$ cat config.mk
export PLATFORM = sky130hd
export DESIGN_NAME = acc_bank_flat
export DESIGN_NICKNAME = d
export VERILOG_FILES = /design/src/rtl/acc_pkg.sv /design/src/rtl/acc_bank_if.sv /design/src/rtl/acc_ctx_stack.sv /design/src/rtl/acc_bank.sv /design/src/flat_wrapper.sv
export SDC_FILE = /design/constraint.sdc
export NUM_CORES = 1
export LEC_CHECK = 0
export ABC_CLOCK_PERIOD_IN_PS = 2610
export BUFFER_PORTS_ARGS = -buffer_cell sky130_fd_sc_hd__buf_2
export CAP_MARGIN = 20
export CORE_AREA = 10 10 102 95
export DETAILED_ROUTE_END_ITERATION = 8
export DIE_AREA = 0 0 112 105
export PLACE_DENSITY = 0.74
export RECOVER_POWER = 50
export SLEW_MARGIN = 40
export SYNTH_ARGS = -nofsm -noshare
export SYNTH_HDL_FRONTEND = slang
export SYNTH_SLANG_ARGS = --single-unit
export TNS_END_PERCENT = 50
$ cat constraint.sdc
create_clock -name clk -period 2.61 [get_ports clk]
set_clock_uncertainty 0.05 [all_clocks]
set_input_delay 0.261 -clock clk [delete_from_list [all_inputs] [get_ports clk]]
set_output_delay 0.261 -clock clk [all_outputs]
set_load 0.005 [all_outputs]
$ cat src/rtl/acc_pkg.sv
// Shared opcode, flag-index and reset-value definitions for the accumulator bank.
package acc_pkg;

  localparam logic [2:0] ACC_NOP       = 3'b000;
  localparam logic [2:0] ACC_LOAD      = 3'b001;
  localparam logic [2:0] ACC_CLEAR     = 3'b010;
  localparam logic [2:0] ACC_SHL       = 3'b011;
  localparam logic [2:0] ACC_SHR       = 3'b100;
  localparam logic [2:0] ACC_PUSH      = 3'b101;
  localparam logic [2:0] ACC_POP       = 3'b110;
  localparam logic [2:0] ACC_CLEAR_ALL = 3'b111;

  // Flags are packed as {Z,N,C,V}
  localparam int FLG_Z = 3;
  localparam int FLG_N = 2;
  localparam int FLG_C = 1;
  localparam int FLG_V = 0;

  localparam logic [3:0] FLAGS_RESET = 4'b1000;

endpackage

$ cat src/rtl/acc_bank_if.sv
// Operation/readback bundle between the datapath (master) and the accumulator bank (slave).
interface acc_bank_if #(
  parameter int WIDTH       = 8,
  parameter int NUM_ACC     = 2,
  parameter int STACK_DEPTH = 4
);
  localparam int SW = $clog2(NUM_ACC);
  localparam int CW = $clog2(STACK_DEPTH + 1);

  logic [2:0]       op;
  logic [SW-1:0]    sel;
  logic [WIDTH-1:0] acc_in;
  logic [3:0]       flags_in;
  logic [WIDTH-1:0] acc_out;
  logic [3:0]       flags_out;
  logic [CW-1:0]    stack_count;
  logic             stack_full;
  logic             stack_empty;
  logic             stack_err;

  modport master (
    output op, sel, acc_in, flags_in,
    input  acc_out, flags_out, stack_count, stack_full, stack_empty, stack_err
  );

  modport slave (
    input  op, sel, acc_in, flags_in,
    output acc_out, flags_out, stack_count, stack_full, stack_empty, stack_err
  );

endinterface

$ cat src/rtl/acc_ctx_stack.sv
// Falling-edge LIFO for saved accumulator contexts; only the pointer and error flag are reset.
module acc_ctx_stack #(
  parameter int DATA_W = 12,
  parameter int DEPTH  = 4
) (
  input  logic                       clk,
  input  logic                       reset,
  input  logic                       push,
  input  logic                       pop,
  input  logic                       clr,
  input  logic [DATA_W-1:0]          din,
  output logic [DATA_W-1:0]          dout,
  output logic [$clog2(DEPTH+1)-1:0] count,
  output logic                       full,
  output logic                       empty,
  output logic                       err
);

  localparam int CW = $clog2(DEPTH + 1);
  localparam int AW = (DEPTH > 1) ? $clog2(DEPTH) : 1;

  logic [DATA_W-1:0] r_mem [DEPTH];
  logic [CW-1:0]     r_count;
  logic              r_err;
  logic [AW-1:0]     w_wrAddr;
  logic [AW-1:0]     w_topAddr;
  logic              w_doPush;
  logic              w_doPop;

  assign full      = (r_count == CW'(DEPTH));
  assign empty     = (r_count == '0);
  assign w_doPush  = push && !full;
  assign w_doPop   = pop && !empty;
  assign w_wrAddr  = AW'(r_count);
  assign w_topAddr = AW'(r_count - CW'(1));
  assign dout      = r_mem[w_topAddr];
  assign count     = r_count;
  assign err       = r_err;

  always_ff @(negedge clk) begin
    if (w_doPush) r_mem[w_wrAddr] <= din;
  end

  // Rejected push/pop leave the pointer alone but latch the error until cleared
  always_ff @(negedge clk or posedge reset) begin
    if (reset) begin
      r_count <= '0;
      r_err   <= 1'b0;
    end else if (clr) begin
      r_count <= '0;
      r_err   <= 1'b0;
    end else begin
      if (w_doPush)     r_count <= r_count + CW'(1);
      else if (w_doPop) r_count <= r_count - CW'(1);
      if ((push && full) || (pop && empty)) r_err <= 1'b1;
    end
  end

endmodule

$ cat src/rtl/acc_bank.sv
// Bank of accumulators with per-accumulator Z/N/C/V flags, shift unit and context stack.
module acc_bank
  import acc_pkg::*;
#(
  parameter int WIDTH       = 8,
  parameter int NUM_ACC     = 2,
  parameter int STACK_DEPTH = 4
) (
  input logic       clk,
  input logic       reset,
  acc_bank_if.slave bus
);

  localparam int DW = WIDTH + 4;

  logic [WIDTH-1:0] r_acc   [NUM_ACC];
  logic [3:0]       r_flags [NUM_ACC];

  logic [WIDTH-1:0] w_cur;
  logic [WIDTH-1:0] w_shl;
  logic [WIDTH-1:0] w_shr;
  logic [3:0]       w_shlFlags;
  logic [3:0]       w_shrFlags;
  logic [DW-1:0]    w_popData;
  logic             w_stackEmpty;

  assign w_cur = r_acc[bus.sel];
  assign w_shl = {w_cur[WIDTH-2:0], 1'b0};
  assign w_shr = {1'b0, w_cur[WIDTH-1:1]};

  // Carry is the bit shifted out; V on SHL flags a sign change
  always_comb begin
    w_shlFlags        = '0;
    w_shlFlags[FLG_Z] = (w_shl == '0);
    w_shlFlags[FLG_N] = w_shl[WIDTH-1];
    w_shlFlags[FLG_C] = w_cur[WIDTH-1];
    w_shlFlags[FLG_V] = w_cur[WIDTH-1] ^ w_cur[WIDTH-2];
    w_shrFlags        = '0;
    w_shrFlags[FLG_Z] = (w_shr == '0);
    w_shrFlags[FLG_N] = w_shr[WIDTH-1];
    w_shrFlags[FLG_C] = w_cur[0];
  end

  always_ff @(negedge clk or posedge reset) begin
    if (reset) begin
      for (int i = 0; i < NUM_ACC; i++) begin
        r_acc[i]   <= '0;
        r_flags[i] <= FLAGS_RESET;
      end
    end else begin
      case (bus.op)
        ACC_LOAD: begin
          r_acc[bus.sel]   <= bus.acc_in;
          r_flags[bus.sel] <= bus.flags_in;
        end
        ACC_CLEAR: begin
          r_acc[bus.sel]   <= '0;
          r_flags[bus.sel] <= FLAGS_RESET;
        end
        ACC_SHL: begin
          r_acc[bus.sel]   <= w_shl;
          r_flags[bus.sel] <= w_shlFlags;
        end
        ACC_SHR: begin
          r_acc[bus.sel]   <= w_shr;
          r_flags[bus.sel] <= w_shrFlags;
        end
        ACC_POP: begin
          if (!w_stackEmpty) begin
            r_acc[bus.sel]   <= w_popData[DW-1:4];
            r_flags[bus.sel] <= w_popData[3:0];
          end
        end
        ACC_CLEAR_ALL: begin
          for (int i = 0; i < NUM_ACC; i++) begin
            r_acc[i]   <= '0;
            r_flags[i] <= FLAGS_RESET;
          end
        end
        default: ;
      endcase
    end
  end

  acc_ctx_stack #(
    .DATA_W (DW),
    .DEPTH  (STACK_DEPTH)
  ) u_stack (
    .clk   (clk),
    .reset (reset),
    .push  (bus.op == ACC_PUSH),
    .pop   (bus.op == ACC_POP),
    .clr   (bus.op == ACC_CLEAR_ALL),
    .din   ({w_cur, r_flags[bus.sel]}),
    .dout  (w_popData),
    .count (bus.stack_count),
    .full  (bus.stack_full),
    .empty (w_stackEmpty),
    .err   (bus.stack_err)
  );

  assign bus.stack_empty = w_stackEmpty;
  assign bus.acc_out     = w_cur;
  assign bus.flags_out   = r_flags[bus.sel];

endmodule
$ cat src/flat_wrapper.sv
// flat-port wrapper written by rule: the top's interface ports become plain ports
module acc_bank_flat import acc_pkg::*;
#(
  parameter int WIDTH       = 8,
  parameter int NUM_ACC     = 2,
  parameter int STACK_DEPTH = 4
)
  (clk, reset, bus_op, bus_sel, bus_acc_in, bus_flags_in, bus_acc_out, bus_flags_out, bus_stack_count, bus_stack_full, bus_stack_empty, bus_stack_err);
  acc_bank_if #(.WIDTH(WIDTH), .NUM_ACC(NUM_ACC), .STACK_DEPTH(STACK_DEPTH)) bus_i ();
  input logic clk;
  input logic reset;
  input wire logic [$bits(bus_i.op)-1:0] bus_op;
  input wire logic [$bits(bus_i.sel)-1:0] bus_sel;
  input wire logic [$bits(bus_i.acc_in)-1:0] bus_acc_in;
  input wire logic [$bits(bus_i.flags_in)-1:0] bus_flags_in;
  output wire logic [$bits(bus_i.acc_out)-1:0] bus_acc_out;
  output wire logic [$bits(bus_i.flags_out)-1:0] bus_flags_out;
  output wire logic [$bits(bus_i.stack_count)-1:0] bus_stack_count;
  output wire logic [$bits(bus_i.stack_full)-1:0] bus_stack_full;
  output wire logic [$bits(bus_i.stack_empty)-1:0] bus_stack_empty;
  output wire logic [$bits(bus_i.stack_err)-1:0] bus_stack_err;
  assign bus_i.op = bus_op;
  assign bus_i.sel = bus_sel;
  assign bus_i.acc_in = bus_acc_in;
  assign bus_i.flags_in = bus_flags_in;
  assign bus_acc_out = bus_i.acc_out;
  assign bus_flags_out = bus_i.flags_out;
  assign bus_stack_count = bus_i.stack_count;
  assign bus_stack_full = bus_i.stack_full;
  assign bus_stack_empty = bus_i.stack_empty;
  assign bus_stack_err = bus_i.stack_err;
  acc_bank #(.WIDTH(WIDTH), .NUM_ACC(NUM_ACC), .STACK_DEPTH(STACK_DEPTH)) u_core (.clk(clk), .reset(reset), .bus(bus_i));
endmodule
==> reports/qor.yml, run 1 <==
synthesis:
  async_reset_ff_share_pct: 36.8
  synth_top_area_share_pct: 35.2
  syn-cell-area_sq_um: 4090
  seq_area_frac_synth_pct: 52.4
  yosys.area.top_type: "edfxtp_1"
  syn_avg_cell_area_sq_um: 12.1
  yosysWarnings: 0
  synth-main-ff-cell: "edfxtp_1"
  ys_types: 67
  synth-seq-cells: 76
  synthTopCellsByCount: "edfxtp_1, dfrtn_1, nand2_1"
  yosys.cell_count.top_type: "edfxtp_1"
  synth_area_leaders: "edfxtp_1, dfrtn_1, mux4_2, mux2_2, a21oi_1"
  synth_fp_nets: 362
  synthCells: 338
  synth_edf_count: 48
power_and_ir_drop:
  power_frac_clock_pct: 26.1
  ir_drop_mv: 0.599
  p_leak_nw: 2.73
  power.switching_mw: 1.85
  p_sw_share_pct: 37.6
  power_frac_comb_pct: 41.9
  seqPwrFrac_pct: 32.0
  power_density_nw_per_um2: 821
  p_int_mw: 3.08
sta:
  hold_slack_ps: 407
  worst_slack_ps: -326
  relSlewSlack_pct: 28.3
  hold_violations: 0
  finalMaxSlewViolations: 0
  tightest_slew_ps: 1080
  rsz0062_at_grt: "true"
  setup_viol: 89
grt:
  grt_max_degree: 20
  grt_pass1_vias: 3808
  grt_overflow: 0
  grt_pass1_wl_um: 20000
  antenna_found_initial: 0
  gr-usage-all-layers_pct: 21.2
detailed_routing:
  postRouteAntennaNets: 0
  route.vias.total: 3805
  wl_met1_um: 5090
  wl_met3_um: 1210
  drt_iter0_drc: 524
  finalWirelength_um: 13100
  via_per_inst: 6.07
  route.detailed.drc: 0
  top_layer_used: "met4"
  wl_met2_um: 6410
  firstDrtPassIters: 8
  avgRoutedWirePerCell_um: 21.0
die:
  dieArea_sq_um: 11800
  start_util_pct: 54.8
  num_io_pins: 36
  dieWidth_um: 112
  core_sq_um: 7470
  placementRows: 30
  die_y_um: 105
finish:
  antennaDiodeCount: 0
  multi_input_area_sq_um: 1910
  n_fill_cell: 457
  post-route-cell-area_sq_um: 6000
  final_nets: 550
  seq_area_sq_um: 2140
  layout-area-overhead-vs-synth_pct: 46.7
  layout-drive-gt1-share_pct: 42.9
setup_path:
  r2r_slack_ps: 110
  critPathLaunch: "u_core.u_stack.count[1]$_DFFE_NP0P_"
  crit_arrival_ps: 2630
  timing.rr.start: "u_core.u_stack.count[0]$_DFFE_NP0P_"
  worstPathMaxFanout: 3
  worstSetupEndpointType: "primary output"
  cp-start-kind: "flop"
  criticalPathCategory: "reg2out"
  reg2regPathDepth: 9
  required_ps: 2300
clock_tree:
  cts_root_buffer: "clkbuf_8"
  cts.path.max_buffers: 2
  cts_max_level: 3
  holdBufCountCts: 0
  clkSinkCount: 76
  numCtsBuffers: 9
  clock_latency_ps: 420
  cts_tree: "done"
  path_clk_slew_ps: 70
placed_design:
  gp_congestion: 0.915
  dp_hpwl_um: 8750
  dpl_cell_area_sq_um: 4950
  portBuffers: 35
status:
  outcome: "complete, but fails checks"
  violations: "setup timing"
job:
  cap_violations: 0
hold_path:
  hold_depth: 1
  worstHoldPathType: "reg2reg"
[layout by cell type, fill, tap and decap left out, types with 3 or more instances in the layout]
master	Yosys	routed
a21o_1	6	6
a21oi_1	19	18
a221oi_2	3	6
a222oi_1	4	4
a22oi_1	8	7
a2bb2oi_1	4	4
and2_2	0	3
and3_1	3	3
buf_12	1	8
buf_2	10	18
buf_4	4	88
buf_6	3	25
clkbuf_1	5	8
clkbuf_16	0	4
clkbuf_8	0	9
clkinv_8	0	3
dfrtn_1	26	26
edfxtp_1	48	48
ha_1	6	3
ha_4	0	3
inv_1	19	64
mux2_1	0	3
mux2_4	0	7
mux4_2	10	10
nand2_1	23	22
nand2b_1	6	5
nand3_1	3	3
nand3b_1	6	6
nor2_1	16	14
nor2b_1	8	7
nor3_1	6	4
o21ai_0	15	13
o21ai_1	2	3
[final cells by class]
| class | count | area share (%) |
|---|---|---|
| flip-flops and latches | 76 | 35.7 |
| repair buffers | 154 | 22.3 |
| well taps | 96 | 2.00 |
| clock inverters | 57 | 4.81 |
| multi-input cells | 217 | 31.9 |
| inverters | 18 | 1.21 |
| clock buffers | 9 | 2.06 |
[worst max-delay path, cell delays in order, from the launching register on]
cell     delay (ps)
dfrtn_1         420
inv_1            90
ha_4            200
ha_4            160
buf_6           110
[cells by family after synthesis]
logic type | Yosys count | share of synthesized area (%)
xor gates and xnor gates | 2 | 0.428
muxes | 24 | 10.1
buffers and inverters | 45 | 5.78
DFF | 76 | 52.4
adders and majority gates | 6 | 1.83
and+or+nand+nor | 87 | 11.5
AOI/OAI and AO/OA | 98 | 18.0
[power groups by stage]
stage / logic (mW) / registers (mW) / clock network, mW
final: 2.06 / 1.58 / 1.29
after global routing: 2.21 / 1.59 / 1.44
after CTS: 1.92 / 1.57 / 1.31
after detailed placement: 1.65 / 1.59 / 0.117
after global placement: 1.61 / 1.58 / 0.117
after floorplan: 1.02 / 1.61 / 0.117
[how the worst max path moves through the flow]
stage,endpoint,depth (start not counted)
finish,bus_stack_empty,4
floorplan,bus_stack_empty,5
global placement,flop,8
detailed placement,flop,7
CTS,bus_stack_empty,4
global route,bus_stack_empty,4
[metrics by stage]
stage                     worst slack, ps  setup TNS (ps)  std cells  total power, mW  utilization, %
after floorplan                      -139           -4370        338             2.74               -
after global placement               -437          -28180        522             3.31            66.3
after detailed placement             -473          -32750        522             3.35            66.3
after CTS                            -322           -3460        608             4.81            76.1
after global routing                 -370          -14650        627             5.24            80.4
final                                -326          -11640        627             4.93            80.4
[per-layer routing]
layer  global-route usage [%]  up-vias
met2                     34.6      201
met1                     25.6     1883
met5                        0        -
met3                     6.80       42
li1                         -     1679
met4                     8.15        0
[what timing repair did]
| action | CTS | global route |
|---|---|---|
| pin swaps | 6 | 14 |
| setup endpoints to repair | 28 | 39 |
| gates cloned | 0 | 4 |
| gates resized for setup | 35 | 44 |
| buffers inserted | 25 | 17 |
Note: power is estimated with default switching activity, not from simulation.
==> run 2: changes to the inputs <==
- CORE_AREA: 10 10 102 95 -> 10 10 98 100
- DIE_AREA: 0 0 112 105 -> 0 0 108 110
- MAX_ROUTING_LAYER: not set -> met4
- PLACE_DENSITY: 0.74 -> 0.73
==> run 2 against run 1 <==
  * The run still ends with setup timing left
  * Setup slack worse by 17 ps
  * First-iteration DRC count decreased by 41%
  * Die area is 1.0% higher
  * Combinational power is 3% lower
  * Clock-buffer cell count did not move
  * Critical path type unchanged
  * Design area fell by 2.5%
  * Wire length is 3.3% lower
  * Core utilization shrank 3.8 points
==> reports/qor.yml, run 2 (synthesis results as in run 1) <==
finish:
  n_fill_cell: 496  # +8.5%
  final_cell_mix: "buf_4, inv_1, edfxtp_1, dfrtn_1"
  antennaDiodeCount: 0  # unchanged
  final_nets: 541  # -1.6%
  post-route-cell-area_sq_um: 5850  # -2.5%
  layout-area-overhead-vs-synth_pct: 43.0
  layout-drive-gt1-share_pct: 42.3  # -0.60 points
  final_common_cell: "buf_4"
  finalNonFillerCells: 624  # -0.48%
sta:
  rsz0062_at_grt: "true"
  relSlewSlack_pct: 56.9  # +29 points
  worst_slack_ps: -343  # -16.6 ps
  setup_viol: 91  # +2.2%
  hold_violations: 0  # unchanged
  finalMaxSlewViolations: 0  # unchanged
  fin_setup_tns_ps: -11600  # +42.4 ps
  tightest_slew_ps: 646  # -430 ps
detailed_routing:
  route.detailed.drc: 0  # unchanged
  finalWirelength_um: 12700  # -3.3%
  postRouteAntennaNets: 0  # unchanged
  via_per_inst: 5.91  # -2.7%
  drt_iter0_drc: 307  # -41%
  route.vias.total: 3685  # -3.2%
  avgRoutedWirePerCell_um: 20.4  # -2.8%
  firstDrtPassIters: 5  # -3
grt:
  antenna_found_initial: 0  # unchanged
  grt_overflow: 0  # unchanged
  grt_pass1_wl_um: 19300  # -3.7%
  gr-usage-all-layers_pct: 21.6  # +0.37 points
  grt_max_degree: 20  # unchanged
  grt_pass1_vias: 3663  # -3.8%
placed_design:
  portBuffers: 35  # unchanged
  dp_hpwl_um: 8460  # -3.3%
  dp_slack_ps: -472  # +1.47 ps
  dpl_cell_area_sq_um: 4970  # +0.35%
  dp.cells: 531  # +1.7%
  gp_congestion: 1.01  # +10%
die:
  dieArea_sq_um: 11900  # +1.0%
  placementRows: 32  # +6.7%
  num_io_pins: 36  # unchanged
  dieWidth_um: 108  # -3.6%
  core_sq_um: 7650  # +2.4%
  die_y_um: 110  # +4.8%
  start_util_pct: 53.5  # -1.3 points
setup_path:
  worstSetupEndpointType: "primary output"
  worstPathMaxFanout: 3  # unchanged
  path_cells: "inv_4 -> ha_4 -> ha_4 -> buf_6"
  cp_num_buf_inv: 2  # unchanged
  criticalPathCategory: "reg2out"
  required_ps: 2300  # about the same
  cp-start-kind: "flop"
  path_common_cell: "ha_4"
  critPathMaxStageDelay_ps: 480  # +60 ps
  cpLargestDelayFamily: "flip-flops"
  crit_arrival_ps: 2640  # about the same
  critPathSlowestCell: "dfrtn_1"
power_and_ir_drop:
  p_leak_nw: 2.66  # -2.6%
  total_power_mw: 4.87  # -1.2%
  power_density_nw_per_um2: 832  # +1.3%
  ir_drop_mv: 0.895  # +49%
clock_tree:
  cts_tree: "done"
  numCtsBuffers: 9  # unchanged
  cts_root_buffer: "clkbuf_8"
  clkSinkCount: 76  # unchanged
  clock_latency_ps: 420  # about the same
  path_clk_slew_ps: 70  # about the same
  cts.path.max_buffers: 2  # unchanged
  cts_max_level: 3  # unchanged
  holdBufCountCts: 0  # unchanged
hold_path:
  worstHoldPathType: "reg2reg"
job:
  cap_violations: 0  # unchanged
status:
  outcome: "complete, but fails checks"
  violations: "setup timing"
[run 2: cell count changes in the layout (fill, tap and decap cells not counted), moves of 2 or more]
cell,delta
nor3_2,-2
buf_6,-4
clkinv_8,-3
a22oi_2,+2
inv_2,+2
a22oi_1,-2
clkbuf_16,-3
buf_12,-3
nor3_1,+2
[run 2: cell type report]
type                            instances  area [sq um]  share of cell area, %
Inverter                               18          70.1                   1.20
Clock buffer                            9           124                   2.12
Multi-Input combinational cell        217          1940                   33.1
Clock inverter                         57           274                   4.68
Sequential cell                        76          2140                   36.6
Tap cell                              102           128                   2.18
Timing Repair Buffer                  145          1170                   20.0
[run 2: power breakdown]
group	total (mW)	leakage, nW	internal [mW]	switching [mW]
clock network	1.29	0.374	0.502	0.793
logic	2.00	1.49	1.04	0.959
registers	1.58	0.794	1.49	0.0894
total	4.87	2.66	3.03	1.84
[run 2: path summary, 6_finish.rpt]
path                                                      from              end  slack (ps)  cells after the start
setup / recovery           u_core.u_stack.count[0]$_DFFE_NP0P_  bus_stack_empty        -340                      4
hold / removal                                            flop             flop         390                      2
setup reg to reg           u_core.u_stack.count[0]$_DFFE_NP0P_             flop          30                     10
hold reg to reg                                           flop             flop         390                      2
max in group asynchronous                                reset        async pin         800                      3
min in group asynchronous                                reset        async pin        1220                      3
[run 2: worst reg2reg max path, cell delays in order (launching register included)]
cell       delay (ps)
dfrtn_1           480
buf_4             140
buf_6              80
buf_6              90
buf_6              90
buf_4             270
mux4_2            600
a2bb2oi_1         160
o21ai_0           100
a222oi_1          300
inv_1              70
[run 2: timing repair]
item,in CTS,in global routing
setup buffers,17,17
cloned,0,1
endpoints found under the setup margin,30,37
endpoints found under the hold margin,0,0
resized for setup,37,35
pin swaps,5,9
[run 2: through the flow]
| stage | util (%) | hold WS, ps |
|---|---|---|
| floorplan | - | 360 |
| CTS | 73.5 | 393 |
| global placement | 65.0 | 371 |
| detailed placement | 65.0 | 390 |
| global route | 76.6 | 410 |
| finish | 76.6 | 390 |
[run 2: metal layers]
layer / track usage (%) / routed length (um) / up-vias
met5: - / 0 / -
met4: 9.64 / 229 / 0
met3: 3.77 / 891 / 22
met2: 33.1 / 6270 / 170
met1: 27.7 / 5320 / 1837
li1: - / - / 1656
